## config.mk

```make
export PLATFORM = sky130hd
export DESIGN_NAME = hdec_stream
export DESIGN_NICKNAME = d
export VERILOG_FILES = /design/src/rtl/hdec_pkg.sv /design/src/rtl/hdec_match.sv /design/src/rtl/hdec_stream.sv
export SDC_FILE = /design/constraint.sdc
export NUM_CORES = 1
export LEC_CHECK = 0
export ABC_AREA = 0
export CAP_MARGIN = 20
export CORE_UTILIZATION = 50
export DETAILED_ROUTE_END_ITERATION = 12
export PLACE_DENSITY = 0.77
export SETUP_SLACK_MARGIN = 0.4
export SLEW_MARGIN = 10
export SYNTH_ARGS = -nofsm -noshare
export SYNTH_HDL_FRONTEND = slang
export SYNTH_HIERARCHICAL = 1
export SYNTH_SLANG_ARGS = --single-unit
```

## constraint.sdc

```tcl
create_clock -name clk_i -period 4.3 [get_ports clk_i]
set_input_delay 0.86 -clock clk_i [delete_from_list [all_inputs] [get_ports clk_i]]
set_output_delay 0.86 -clock clk_i [all_outputs]
set_load 0.03 [all_outputs]
```

## src/rtl/hdec_pkg.sv

```systemverilog
// hdec_pkg: code table, widths and state type shared by the streaming Huffman decoder
package hdec_pkg;
    localparam int MAX_LEN   = 6;
    localparam int SYM_W     = 4;
    localparam int NUM_CODES = 14;
    localparam int LEN_W     = $clog2(MAX_LEN + 1);

    // code is left-aligned in MAX_LEN bits; bits below len are zero
    typedef struct packed {
        logic [MAX_LEN-1:0] code;
        logic [LEN_W-1:0]   len;
        logic [SYM_W-1:0]   sym;
    } code_entry_t;

    localparam code_entry_t CODE_TABLE [NUM_CODES] = '{
        '{6'b100000, 3'd1, 4'd0},
        '{6'b010000, 3'd4, 4'd1},
        '{6'b010100, 3'd4, 4'd2},
        '{6'b011000, 3'd6, 4'd3},
        '{6'b011001, 3'd6, 4'd4},
        '{6'b001000, 3'd4, 4'd5},
        '{6'b001100, 3'd4, 4'd6},
        '{6'b011010, 3'd5, 4'd7},
        '{6'b000110, 3'd6, 4'd8},
        '{6'b011100, 3'd4, 4'd9},
        '{6'b000000, 3'd4, 4'd10},
        '{6'b000111, 3'd6, 4'd12},
        '{6'b000100, 3'd6, 4'd14},
        '{6'b000101, 3'd6, 4'd15}
    };

    typedef enum logic [1:0] {RUN, DRAIN, ERR} state_t;
endpackage

```

## src/rtl/hdec_match.sv

```systemverilog
// hdec_match: parallel compare of the buffer window against every table entry
module hdec_match
    import hdec_pkg::*;
#(
    parameter int FILL_W = 4
) (
    input  logic [MAX_LEN-1:0] win_i,
    input  logic [FILL_W-1:0]  fill_i,
    output logic               hit_o,
    output logic [SYM_W-1:0]   sym_o,
    output logic [LEN_W-1:0]   len_o
);
    // prefix-free table: at most one entry hits, so results are OR-merged
    always_comb begin
        hit_o = 1'b0;
        sym_o = '0;
        len_o = '0;
        for (int i = 0; i < NUM_CODES; i++) begin
            if ((((win_i ^ CODE_TABLE[i].code) & ~({MAX_LEN{1'b1}} >> CODE_TABLE[i].len)) == '0)
                && (FILL_W'(CODE_TABLE[i].len) <= fill_i)) begin
                hit_o = 1'b1;
                sym_o = sym_o | CODE_TABLE[i].sym;
                len_o = len_o | CODE_TABLE[i].len;
            end
        end
    end
endmodule

```

## src/rtl/hdec_stream.sv

```systemverilog
// hdec_stream: streaming Huffman decoder with sliding bit buffer and valid/ready on both sides
module hdec_stream
    import hdec_pkg::*;
#(
    parameter int DATA_W = 8
) (
    input  logic                        clk_i,
    input  logic                        rst_ni,
    input  logic [DATA_W-1:0]           in_data_i,
    input  logic                        in_valid_i,
    input  logic                        in_last_i,
    input  logic [$clog2(DATA_W+1)-1:0] in_nbits_i,
    output logic                        in_ready_o,
    output logic [SYM_W-1:0]            out_sym_o,
    output logic [LEN_W-1:0]            out_len_o,
    output logic                        out_valid_o,
    output logic                        out_last_o,
    input  logic                        out_ready_i,
    output logic                        err_o
);
    localparam int BUF_W  = DATA_W + MAX_LEN;
    localparam int FILL_W = $clog2(BUF_W + 1);

    logic [BUF_W-1:0]  buf_q, buf_d;
    logic [FILL_W-1:0] fill_q, fill_d, fill_s, nb;
    state_t            state_q, state_d;
    logic              rdy_q, out_valid_q, out_valid_d, out_last_q, out_last_d;
    logic [SYM_W-1:0]  sym_q, sym_d, m_sym;
    logic [LEN_W-1:0]  len_q, len_d, m_len;
    logic              hit, acc, en, load, bad;
    logic [DATA_W-1:0] word;

    hdec_match #(.FILL_W(FILL_W)) u_match (
        .win_i  (buf_q[BUF_W-1 -: MAX_LEN]),
        .fill_i (fill_q),
        .hit_o  (hit),
        .sym_o  (m_sym),
        .len_o  (m_len)
    );

    assign in_ready_o = rdy_q && state_q == RUN && fill_q <= FILL_W'(BUF_W - DATA_W);
    assign acc        = in_valid_i && in_ready_o;
    assign en         = state_q == RUN ? fill_q >= FILL_W'(MAX_LEN) : state_q == DRAIN && fill_q != '0;
    assign load       = en && hit && (!out_valid_q || out_ready_i);
    assign bad        = en && !hit;
    assign nb         = in_last_i && in_nbits_i != '0 ? FILL_W'(in_nbits_i) : FILL_W'(DATA_W);
    assign fill_s     = load ? fill_q - FILL_W'(m_len) : fill_q;
    // bits beyond fill stay zero so appended words can simply be OR-ed in
    assign word       = in_data_i & ~({DATA_W{1'b1}} >> nb);

    always_comb begin
        buf_d       = (load ? buf_q << m_len : buf_q) | (acc ? {word, {MAX_LEN{1'b0}}} >> fill_s : '0);
        fill_d      = fill_s + (acc ? nb : '0);
        state_d     = state_q == RUN   ? (bad ? ERR : acc && in_last_i ? DRAIN : RUN) :
                      state_q == DRAIN ? (bad ? ERR : out_valid_q && out_ready_i && out_last_q ? RUN : DRAIN) :
                      ERR;
        out_valid_d = load || (out_valid_q && !out_ready_i);
        sym_d       = load ? m_sym : sym_q;
        len_d       = load ? m_len : len_q;
        out_last_d  = load ? state_q == DRAIN && fill_s == '0 : out_last_q && !(out_valid_q && out_ready_i);
    end

    always_ff @(posedge clk_i or negedge rst_ni) begin
        if (!rst_ni) begin
            buf_q       <= '0;
            fill_q      <= '0;
            state_q     <= RUN;
            rdy_q       <= 1'b0;
            out_valid_q <= 1'b0;
            out_last_q  <= 1'b0;
            sym_q       <= '0;
            len_q       <= '0;
        end else begin
            buf_q       <= buf_d;
            fill_q      <= fill_d;
            state_q     <= state_d;
            rdy_q       <= 1'b1;
            out_valid_q <= out_valid_d;
            out_last_q  <= out_last_d;
            sym_q       <= sym_d;
            len_q       <= len_d;
        end
    end

    assign out_sym_o   = sym_q;
    assign out_len_o   = len_q;
    assign out_valid_o = out_valid_q;
    assign out_last_o  = out_last_q;
    assign err_o       = state_q == ERR;
endmodule
```

==> run summary <==
End of the critical path -> fill_q[3]$_DFF_PN0_
Final WL -> 7320 µm
Fin cells -> 452
R2R depth -> 14
Pre-CTS setup slack -> 0.797 ns
Placed insts -> 445
Status -> completed
Worst setup margin -> 0.728 ns
Root Driver -> clkbuf_8
Cell variety after synth -> 78
Worst setup EP type -> flip-flop
Vias in the first global route -> 2618
Fin crit share -> 0.831
P&R area growth vs syn -> 14.4%
Initial Utilization -> 0.517
First-pass GRT wire length -> 12500 µm
Drt via density -> 6.29
Clock Latency Late Sink -> 0.28 ns
Pleak -> 1.26 nW
Worst EP arrival -> 3.77 ns
Die Area -> 5970 µm²
Most frequent cells in the layout -> nand2_1 (46), nor2_1 (30), dfrtp_1 (30)
Start of the worst register-to-register path -> fill_q[1]$_DFF_PN0_
Largest net degree at the start of global routing -> 31
Share of layout cells above drive strength 1 -> 0.105
CTS resizes -> 0
DRT iter0 DRCs -> 275
Num Clock Sinks -> 30
Top-area cell type share of the netlist area -> 0.265
DP HPWL -> 5460 µm
H-tree depth -> 2
Antenna violations before repair -> 0
Synthesized cell area -> 2830 µm²
RR Endpoint -> fill_q[3]$_DFF_PN0_
Clock buffer depth -> 2
PD cells -> 683 nW/µm²
Endpoints failing setup -> 0
GRT Util Overall -> 0.259
Syn. warnings -> 6
Post-synth EDFFs -> 0
Max Fclk -> 0.280 GHz
Site row count -> 27
Area leader, netlist -> dfrtp_1
Synth area leaders -> dfrtp_1 (27%), nand2_1 (6.1%), mux2i_1 (4.9%)
GPL Wtd Cong -> 0.963
Maximum fanout along the worst path -> 14
CP startpoint -> fill_q[1]$_DFF_PN0_
Postcts setup bufs -> 0
Worst Setup Start Kind -> flip-flop
Max-Slew Margin vs Limit -> 0.528
Core footprint -> 5470 µm²
Cts hold-fix bufs -> 0
DRC -> 0
I/O Pins -> 28
Clock transition at the registers of the reported paths -> 0.06 ns
TritonCTS clock tree -> yes
Hold Fails Final Rpt -> 0
Reg2reg setup slack -> 0.73 ns
Max VDD drop -> 0.274 mV
Most common cell after layout, fill and taps aside -> nand2_1
Pre-Repair DR Iteration Count -> 5
Total CTS buffers -> 5
Fin nets -> 403
Die width -> 77.3 µm
Port Buffers -> 27
Setup TNS -> 0 ns
Register area share after synthesis -> 0.265
Syn_nets -> 385
Final Max Slew Viols -> 0
Routed length per placed instance -> 16.2 µm
Inserted Diodes -> 0
Setup CP Type -> reg -> reg
Remaining Overflow, GRT -> 0
Final ANT Viol Nets -> 0
Mean post-synth cell area -> 7.82 µm²
RSZ-0062 raised after global routing -> no
Die Height -> 77.3 µm
Setup Skew -> 0.00559 ns
Ys flop type -> dfrtp_1
Post-synth ARST share -> 1.00
Max Cap Viol -> 0
Synth Instances -> 362
Fin crit period -> 3.57 ns
CP required -> 4.50 ns
DR vias -> 2844
Hold Path Class -> reg -> reg
Synthesized flop and latch total -> 30
Tightest Pin Transition -> 0.698 ns
-- state kept, by name (all words and copies together) (netlist names) --
name / cells
rdy_q: 1
out_len_o: 3
fill_q: 4
out_valid_o: 1
out_sym_o: 4
state_q: 2
buf_q: 14
out_last_o: 1
-- where the power goes --
| group | internal (mW) | switching [mW] | leakage (nW) | total [mW] |
|---|---|---|---|---|
| sequential | 0.379 | 0.186 | 0.382 | 0.565 |
| clock | 0.185 | 0.104 | 0.0573 | 0.289 |
| combinational | 0.541 | 0.818 | 0.823 | 1.36 |
| total | 1.10 | 1.11 | 1.26 | 2.21 |
-- worst min-delay path by stage --
stage,depth (start not counted),start,endpoint
finish,2,out_sym_o[1]$_DFFE_PN0N_,out_sym_o[1]$_DFFE_PN0N_
global route,2,out_len_o[2]$_DFFE_PN0N_,out_len_o[2]$_DFFE_PN0N_
CTS,2,out_sym_o[1]$_DFFE_PN0N_,out_sym_o[1]$_DFFE_PN0N_
detailed placement,2,out_sym_o[1]$_DFFE_PN0N_,out_sym_o[1]$_DFFE_PN0N_
global placement,2,out_len_o[2]$_DFFE_PN0N_,out_len_o[2]$_DFFE_PN0N_
floorplan,2,buf_q[6]$_DFF_PN0_,buf_q[6]$_DFF_PN0_
-- stage by stage --
stage | hold slack [ns] | total power, mW | area [µm²] | util
5_1_grt | 0.509 | 2.38 | 3240 | 0.592
6_report | 0.473 | 2.21 | 3240 | 0.592
2_1_floorplan | 0.503 | 1.58 | 2830 | -
3_5_place_dp | 0.463 | 1.89 | 3130 | 0.572
3_3_place_gp | 0.464 | 1.87 | 3130 | 0.572
4_1_cts | 0.479 | 2.19 | 3240 | 0.592
-- synth_stat cells, types with 2 or more instances --
cell type and n:
o221ai_1 5, nor4b_1 2, a2bb2oi_1 2, mux2i_1 14, a21oi_1 23, o211ai_1 9, nor2_1 30, maj3_1 2
a21o_1 4, a32oi_1 2, inv_1 9, inv_2 3, xor2_1 2, o311ai_1 3, nand3b_1 4, o21ai_0 23
xnor2_1 4, mux2_2 4, buf_2 6, buf_4 3, or3_1 3, a31oi_1 9, clkbuf_1 10, nand2_1 46
nand3_1 13, a211oi_1 5, o21ai_1 8, nor2b_1 7, ha_1 5, and3_1 5, dfrtp_1 30, and2_1 6
nand2b_1 5, buf_1 2, nor3_1 9, o31ai_1 2, o21a_1 2
-- layer usage --
layer | GRT usage | vias to the layer above | wire length [µm]
met2 | 0.419 | 120 | 3430
met1 | 0.342 | 1336 | 3380
met3 | 0.0464 | 13 | 375
met5 | 0 | - | 0
li1 | - | 1375 | -
met4 | 0.0962 | 0 | 136
-- area by class of cell --
type,instances,area [µm²]
Multi-Input combinational cell,298,1930
Clock inverter,1,30.0
Inverter,12,45.0
Clock buffer,6,82.6
Tap cell,72,90.1
Sequential cell,30,751
Timing Repair Buffer,33,315
Fill cell,499,2230
-- cells by family after synthesis --
| kind of cell | count (synthesis) | share of synthesized area |
|---|---|---|
| other | 1 | 0.00132 |
| and+or+nand+nor | 147 | 0.271 |
| buffers and inverters | 34 | 0.0544 |
| DFF | 30 | 0.265 |
| adders and majority gates | 8 | 0.0362 |
| xor gates and xnor gates | 6 | 0.0186 |
| AOI/OAI and AO/OA | 118 | 0.288 |
| muxes | 18 | 0.0654 |
-- worst max-delay path, stage by stage, from the launching register on --
cell     delay (ns)
dfrtp_1        0.60
or2_4          0.21
maj3_1         0.16
nor2_1         0.04
nor2_1         0.24
ha_1           0.21
inv_1          0.06
fa_1           0.37
xor2_1         0.15
nor3_1         0.19
or2_1          0.46
inv_2          0.13
ha_1           0.35
a31oi_1        0.18
xnor2_1        0.14
Note: power is estimated with default switching activity, not from simulation.
